### src/rtl/spram_rd_streamer.sv
// Burst reader: streams len words from a 1-cycle-latency single-port RAM onto a valid/ready port
// through a 2-entry buffer. Define SPRAM_RD_STREAMER_LAST_EN to add the m_last output.
module spram_rd_streamer #(
  parameter int W_DATA = 32,
  parameter int W_WORD = 4
) (
  input  logic              clk,
  input  logic              rstn,
  input  logic              start,
  input  logic [W_WORD-1:0] base_addr,
  input  logic [W_WORD:0]   len,
  output logic              busy,
  output logic              done,
  output logic              mem_en,
  output logic              mem_we,
  output logic [W_WORD-1:0] mem_addr,
  output logic [W_DATA-1:0] mem_din,
  input  logic [W_DATA-1:0] mem_dout,
  output logic              m_valid,
  output logic [W_DATA-1:0] m_data,
  input  logic              m_ready
`ifdef SPRAM_RD_STREAMER_LAST_EN
  ,
  output logic              m_last
`endif
);

  typedef enum logic [1:0] {IDLE, RUN, DRAIN, DONE} state_t;

  localparam logic [W_WORD:0] ONE = (W_WORD+1)'(1);

  state_t            state;
  logic [W_WORD-1:0] addr;
  logic [W_WORD:0]   rd_left;
  logic [W_WORD:0]   wr_left;
  logic              pend;
  logic [1:0]        cnt;
  logic [W_DATA-1:0] buf0;
  logic [W_DATA-1:0] buf1;
  logic              pop;
  logic [2:0]        occ;

  assign pop = m_valid && m_ready;
  assign occ = {1'b0, cnt} + {2'b00, pend} - {2'b00, pop};

  // Issue is decided in the read cycle itself, crediting this cycle's pop,
  // so two entries are enough to sustain one word per cycle.
  assign mem_en   = (state == RUN) && (occ < 3'd2);
  assign mem_we   = 1'b0;
  assign mem_din  = '0;
  assign mem_addr = addr;
  assign m_valid  = (cnt != 2'd0);
  assign m_data   = buf0;
  assign busy     = (state != IDLE);
  assign done     = (state == DONE);
`ifdef SPRAM_RD_STREAMER_LAST_EN
  assign m_last   = m_valid && (wr_left == ONE);
`endif

  always_ff @(posedge clk or negedge rstn) begin
    if (!rstn) begin
      state   <= IDLE;
      addr    <= '0;
      rd_left <= '0;
      wr_left <= '0;
      pend    <= 1'b0;
      cnt     <= 2'd0;
      buf0    <= '0;
      buf1    <= '0;
    end else begin
      pend <= mem_en;
      if (mem_en) begin
        addr    <= addr + W_WORD'(1);
        rd_left <= rd_left - ONE;
      end
      if (pop) wr_left <= wr_left - ONE;

      // pend marks the cycle mem_dout carries the word read in the previous cycle
      unique case ({pend, pop})
        2'b10: begin
          if (cnt == 2'd0) buf0 <= mem_dout;
          else             buf1 <= mem_dout;
          cnt <= cnt + 2'd1;
        end
        2'b01: begin
          buf0 <= buf1;
          cnt  <= cnt - 2'd1;
        end
        2'b11: begin
          if (cnt == 2'd1) begin
            buf0 <= mem_dout;
          end else begin
            buf0 <= buf1;
            buf1 <= mem_dout;
          end
        end
        default: ;
      endcase

      case (state)
        IDLE: if (start) begin
          addr    <= base_addr;
          rd_left <= len;
          wr_left <= len;
          state   <= (len == '0) ? DONE : RUN;
        end
        RUN:     if (mem_en && rd_left == ONE) state <= DRAIN;
        DRAIN:   if (pop && wr_left == ONE) state <= DONE;
        DONE:    state <= IDLE;
        default: state <= IDLE;
      endcase
    end
  end

endmodule

### config.mk
export PLATFORM = sky130hd
export DESIGN_NAME = spram_rd_streamer
export DESIGN_NICKNAME = d
export VERILOG_FILES = /design/src/rtl/spram_rd_streamer.sv
export SDC_FILE = /design/constraint.sdc
export NUM_CORES = 1
export LEC_CHECK = 0
export CORE_ASPECT_RATIO = 0.5
export CORE_MARGIN = 10
export CORE_UTILIZATION = 40
export CTS_BUF_LIST = sky130_fd_sc_hd__clkbuf_4 sky130_fd_sc_hd__clkbuf_8
export DETAILED_ROUTE_END_ITERATION = 8
export PLACE_DENSITY_LB_ADDON = 0.3
export SETUP_SLACK_MARGIN = 0.5
export SLEW_MARGIN = 10
export SYNTH_ARGS = -nofsm -noshare
export SYNTH_HDL_FRONTEND = slang
export SYNTH_SLANG_ARGS = --single-unit
### constraint.sdc
create_clock -name clk -period 3.4 [get_ports clk]
set_input_delay 0.34 -clock clk [delete_from_list [all_inputs] [get_ports clk]]
set_output_delay 0.34 -clock clk [all_outputs]
set_load 0.02 [all_outputs]
==> Yosys cells after proc, flatten, opt, wreduce, memory -nomap -nowiden <==
Index checks and enable logic that the tools add are counted.
Widths: inputs -> output; s select.
{ "word_totals": {"regBits": 83, "input_bits": 45, "out_inout_bits": 73, "word_cells": 67} }
{ "op_classes": {"addsub": 7, "magnitude_cmp": 1, "n_eq_ne": 15, "muxes": 21, "reduce_logical": 15} }
{ "ops": {"columns": ["cell", "n"], "rows": [
  ["$mux 32", 4],
  ["$pmux 32 s3", 1],
  ["$pmux 32 s2", 1],
  ["$mux 5", 6],
  ["$mux 4", 3],
  ["$eq 5x1->1 const B", 2],
  ["$ne 2x2->1 const B", 5],
  ["$sub 5x1->5 const B", 2],
  ["$eq 2x2->1 const B", 4],
  ["$mux 2", 4],
  ["$pmux 2 s4", 1],
  ["$reduce_bool 2->1", 4],
  ["$eq 2x1->1 const B", 3],
  ["$reduce_and 3->1", 2],
  ["$logic_not 5->1", 1],
  ["$add 4x1->4 const B", 1],
  ["$logic_and 1x1->1", 4],
  ["$logic_not 2->1", 2],
  ["$pmux 2 s2", 1],
  ["$add 2x1->3", 1],
  ["$lt 3x2->1 const B", 1],
  ["$reduce_bool 3->1", 1],
  ["$sub 3x1->3", 1],
  ["$add 2x1->2 const B", 1],
  ["other kinds (3)", 3]
]} }

==> Logic depth before layout (Yosys ltp) <==
{ "logic_depth": {"depth_word": 8, "depth_mapped": 12, "mapped_depth_nobuf": 11} }

==> Worst setup path after synthesis <==
OpenSTA, ideal clock, no wires.
{ "synth_timing": {"path_type": "register to register", "startpoint": "reg cnt[1]", "endpoint": "reg rd_left[1]", "setup_ns": 0.119, "t_arrival_ns": 2.802, "required_time_ns": 3.281, "slack_ns": 0.479, "path_stages_with_launch": 12, "path_buffers": 1, "synth_period_minus_slack_ns": 2.921, "path_cell_list": "dfrtp_1 -> inv_1 -> ha_1 -> nand2b_1 -> buf_6 -> nor2_1 -> o21ai_0 -> fa_1 -> nand2_1 -> nor2_1 -> mux2i_1 -> a21bo_2"} }
{ "synth_via": {"elab_chain_cells": 8, "word_cells_on_any_way": 9, "cone_classes": "add/sub: 2; order compare: 1; mux: 3; reduce/logical: 3"} }
{ "synth_lines": {"columns": ["item", "line", "source"], "rows": [
  ["start, declared", "37", "logic [1:0] cnt;"],
  ["start signal, assigned", "83", "cnt <= cnt + 2'd1;"],
  ["start signal, assigned", "87", "cnt <= cnt - 2'd1;"],
  ["parallel branches: the longest is 2 deep, another holds $add 2x1->3", null, null],
  ["$sub 3x1->3 *", "44", "assign occ = {1'b0, cnt} + {2'b00, pend} - {2'b00, pop};"],
  ["$lt 3x2->1 *", "48", "assign mem_en = (state == RUN) && (occ < 3'd2);"],
  ["$logic_and 1x1->1 *", "48", null],
  ["via mem_en", "14", "output logic mem_en,"],
  ["$mux 5 *", "72", "if (mem_en) begin"],
  ["$mux 5", "101", "IDLE: if (start) begin"],
  ["$mux 5 *", "100", "case (state)"],
  ["end signal, assigned", "74", "rd_left <= rd_left - ONE;"],
  ["end signal, assigned", "103", "rd_left <= len;"],
  ["end, declared", "34", "logic [W_WORD:0] rd_left;"]
]} }
Mark *: on every way through the listed nets, which the timed path passes.
A chain may end at the register's enable or synchronous reset.

==> Worst setup path in the final report <==
{ "layout_timing": {"startpoint": "reg cnt[0]", "endpoint": "out mem_en"} }
{ "layout_via": {"elab_chain_cells": 5, "word_cells_on_any_way": 6, "cone_classes": "add/sub: 2; order compare: 1; reduce/logical: 3"} }
{ "layout_lines": {"columns": ["item", "line"], "rows": [
  ["parallel branches: the longest is 2 deep, another holds $add 2x1->3", null],
  ["$sub 3x1->3 *", "44"],
  ["$lt 3x2->1 *", "48"],
  ["$logic_and 1x1->1 *", "48"],
  ["end, declared", "14"]
]} }
Every way passes the cells marked *.

==> results.py <==
metrics = {
    "cells_and_area": {
        "syn_to_final_growth_pct": 28.14,
        "post-route-util": 0.5204,
        "final_cell_area_sq_um": 5265,
        "drive_gt1_frac": 0.2380,
        "diodes": 0,
        "nNetsFinal": 492,
        "final_cell_mix": "dfrtp_1 (82), clkdlybuf4s50_1 (82), conb_1 (33)",
    },
    "placement": {
        "gp_congestion": 0.7585,
        "post-dp-hpwl_mm": 6.568,
        "io_buffers": 84,
        "post_dp_cell_area_sq_um": 4997,
    },
    "timing": {
        "hold_slack_ns": 0.4961,
        "finalCritPeriodShare": 0.7965,
        "fin_crit_ns": 2.708,
        "max_clock_freq_mhz": 369.2,
        "setup_violations": 0,
        "tightestPinTransition_ns": 0.6903,
        "hold_viol": 0,
        "rsz0062_at_grt": "no",
        "relSlewSlack": 0.5387,
        "fin_skew_ns": 0.009691,
        "tns_ns": 0,
        "slew_viol_final": 0,
    },
    "global_route": {
        "grt_pass1_vias": 2948,
        "grt_antenna_before_repair": 0,
        "grt_usage": 0.1234,
        "grt_max_degree": 39,
        "grt_busiest_layer": "met2",
        "met2_usage": 0.2025,
        "use_met3": 0.04059,
        "grt-ovfl-total": 0,
        "use_met1": 0.1529,
        "grt_pass1_wl_mm": 15.08,
    },
    "floorplanning": {
        "pin_count": 118,
        "die_y_microns": 91.67,
        "initial_core_util": 0.4061,
        "die_x_microns": 163.3,
        "row_count": 26,
        "coreArea_sq_um": 10120,
        "dieArea_sq_um": 14970,
    },
    "synth": {
        "synth_edf_count": 0,
        "yosys-top-cells-area": "dfrtp_1 (51%), mux2_2 (8.8%), a221o_2 (6.9%)",
        "synth_top_flop_cell": "dfrtp_1",
        "yosysTopAreaCell": "dfrtp_1",
        "synth_cell_types": 39,
        "ys_seq_area_frac": 0.5055,
        "async_reset_ff_frac": 1.000,
        "ys_ff_latch": 83,
        "syn_area_sq_um": 4109,
        "yosysTopAreaCellShare": 0.5055,
        "syn_area_per_cell_sq_um": 12.12,
        "synth_cells": 339,
        "ys_warn_count": 0,
    },
    "cts": {
        "clock-sinks": 83,
        "clockBufferDepth": 2,
        "clkTransAtPathRegs_ns": 0.09,
        "htreeDepth": 3,
        "cts_tree": "yes",
        "cts_root_buffer": "clkbuf_8",
        "cts_made_buffers": 9,
        "clk_latency_ns": 0.35,
    },
    "flow_run": {
        "cap_violations": 0,
    },
    "worst_setup_path": {
        "worstPathMaxFanout": 6,
        "critical_path_class": "reg -> out",
        "cp.arrival_ns": 2.37,
        "setup.worst_path.end_class": "output pin",
        "worst-endpoint-required_ns": 3.06,
        "worstSetupStartpointType": "flip-flop",
    },
    "routing": {
        "dr.pass1.iters": 4,
        "drt-initial-drc-count": 131,
        "ant_nets": 0,
        "vias": 2805,
        "viasPerCell": 4.861,
        "routed_wirelength_mm": 9.320,
        "drc": 0,
        "routedWlPerCell_microns": 16.15,
    },
    "power_and_ir_drop": {
        "power_leakage_uw": 0.002265,
        "p_total_uw": 4915,
        "cellPowerDensity_nw_per_um2": 933.6,
        "irDropWorstVdd_v": 0.0003825,
    },
    "worst_hold_path": {
        "min_path_type": "in -> async",
    },
    "outcome": {
        "outcome": "finished, final reports clean",
    },
}
## Yosys cell counts, types with 2 or more instances
library cell / count
dfrtp_1: 83
buf_4: 36
and2_1: 32
mux2_2: 32
a221o_2: 25
ha_1: 14
nor2_1: 14
a21oi_1: 13
inv_1: 12
xnor2_1: 11
clkbuf_1: 8
nand2_1: 8
a221o_1: 7
buf_6: 4
mux2i_1: 4
nor3_1: 4
o21ai_0: 3
a31oi_1: 2
nand3_1: 2
nor3b_1: 2
o211ai_1: 2
o31ai_1: 2
or4b_2: 2
xor2_1: 2
## final timing paths
check / slack (ns) / endpoint / start / depth (start not counted)
min in group clk: 0.50 / m_data[24] / buf1[24] / 1
hold reg to reg: 0.50 / m_data[24] / buf1[24] / 1
hold / removal: 0.50 / mem_addr[0] / rstn / 2
setup / recovery: 0.69 / mem_en / cnt[0] / 9
setup reg to reg: 0.79 / state[1] / cnt[0] / 11
max in group asynchronous: 2.18 / cnt[1] / rstn / 3
## area by class of cell
class                   count  area, sq um
well taps                 140        175.2
repair buffers             98        940.9
clock inverters             6        72.57
flip-flops and latches     83         2078
clock buffers              10        137.6
inverters                  13        51.30
fillers                   927         4852
multi-input cells         227         1809
## per-layer routing
metal / vias up / share of wire
li1: 1325 / -
met1: 1391 / 0.45
met2: 82 / 0.47
met3: 7 / 0.075
met4: 0 / 0.0095
met5: - / 0
## power by group
group | switching [uW] | internal, uW | total, uW
clock | 369 | 366 | 734
combinational | 1160 | 1260 | 2420
sequential | 285 | 1480 | 1760
total | 1810 | 3100 | 4920
## per-stage QoR
step	worst slack [ns]	cells
after floorplan	0.6796	371
after global placement	0.2396	558
after detailed placement	0.1541	558
after CTS	0.5254	577
after global routing	0.5284	577
final	0.6918	577
## cell families after synthesis
family / synth area share
other cells: 0.0009126
xor+xnor: 0.02771
fa+ha+maj: 0.04750
buf+inv: 0.09653
mux: 0.09744
compound gates: 0.1282
flops: 0.5055
simple gates: 0.09623
## timing repair
item,CTS,global route
hold buffers,1,0
endpoints found under the setup margin,2,1
endpoints found under the hold margin,36,0
cloned,0,0
buffers inserted,2,0
gates resized for setup,10,2
## worst max-delay path: stages (launching register included)
cell	delay (ns)
dfrtp_1	0.36
inv_1	0.06
ha_1	0.22
nand2b_4	0.19
nor2_4	0.11
o21ai_0	0.12
fa_2	0.55
nand2_1	0.08
nor2_2	0.14
buf_2	0.18
## state kept, by name, indices dropped and copies added (netlist names)
name,count
buf1,32
pend,1
cnt,2
rd_left,5
wr_left,5
state,2
m_data,32
mem_addr,4
Note: power is estimated with default switching activity, not from simulation.
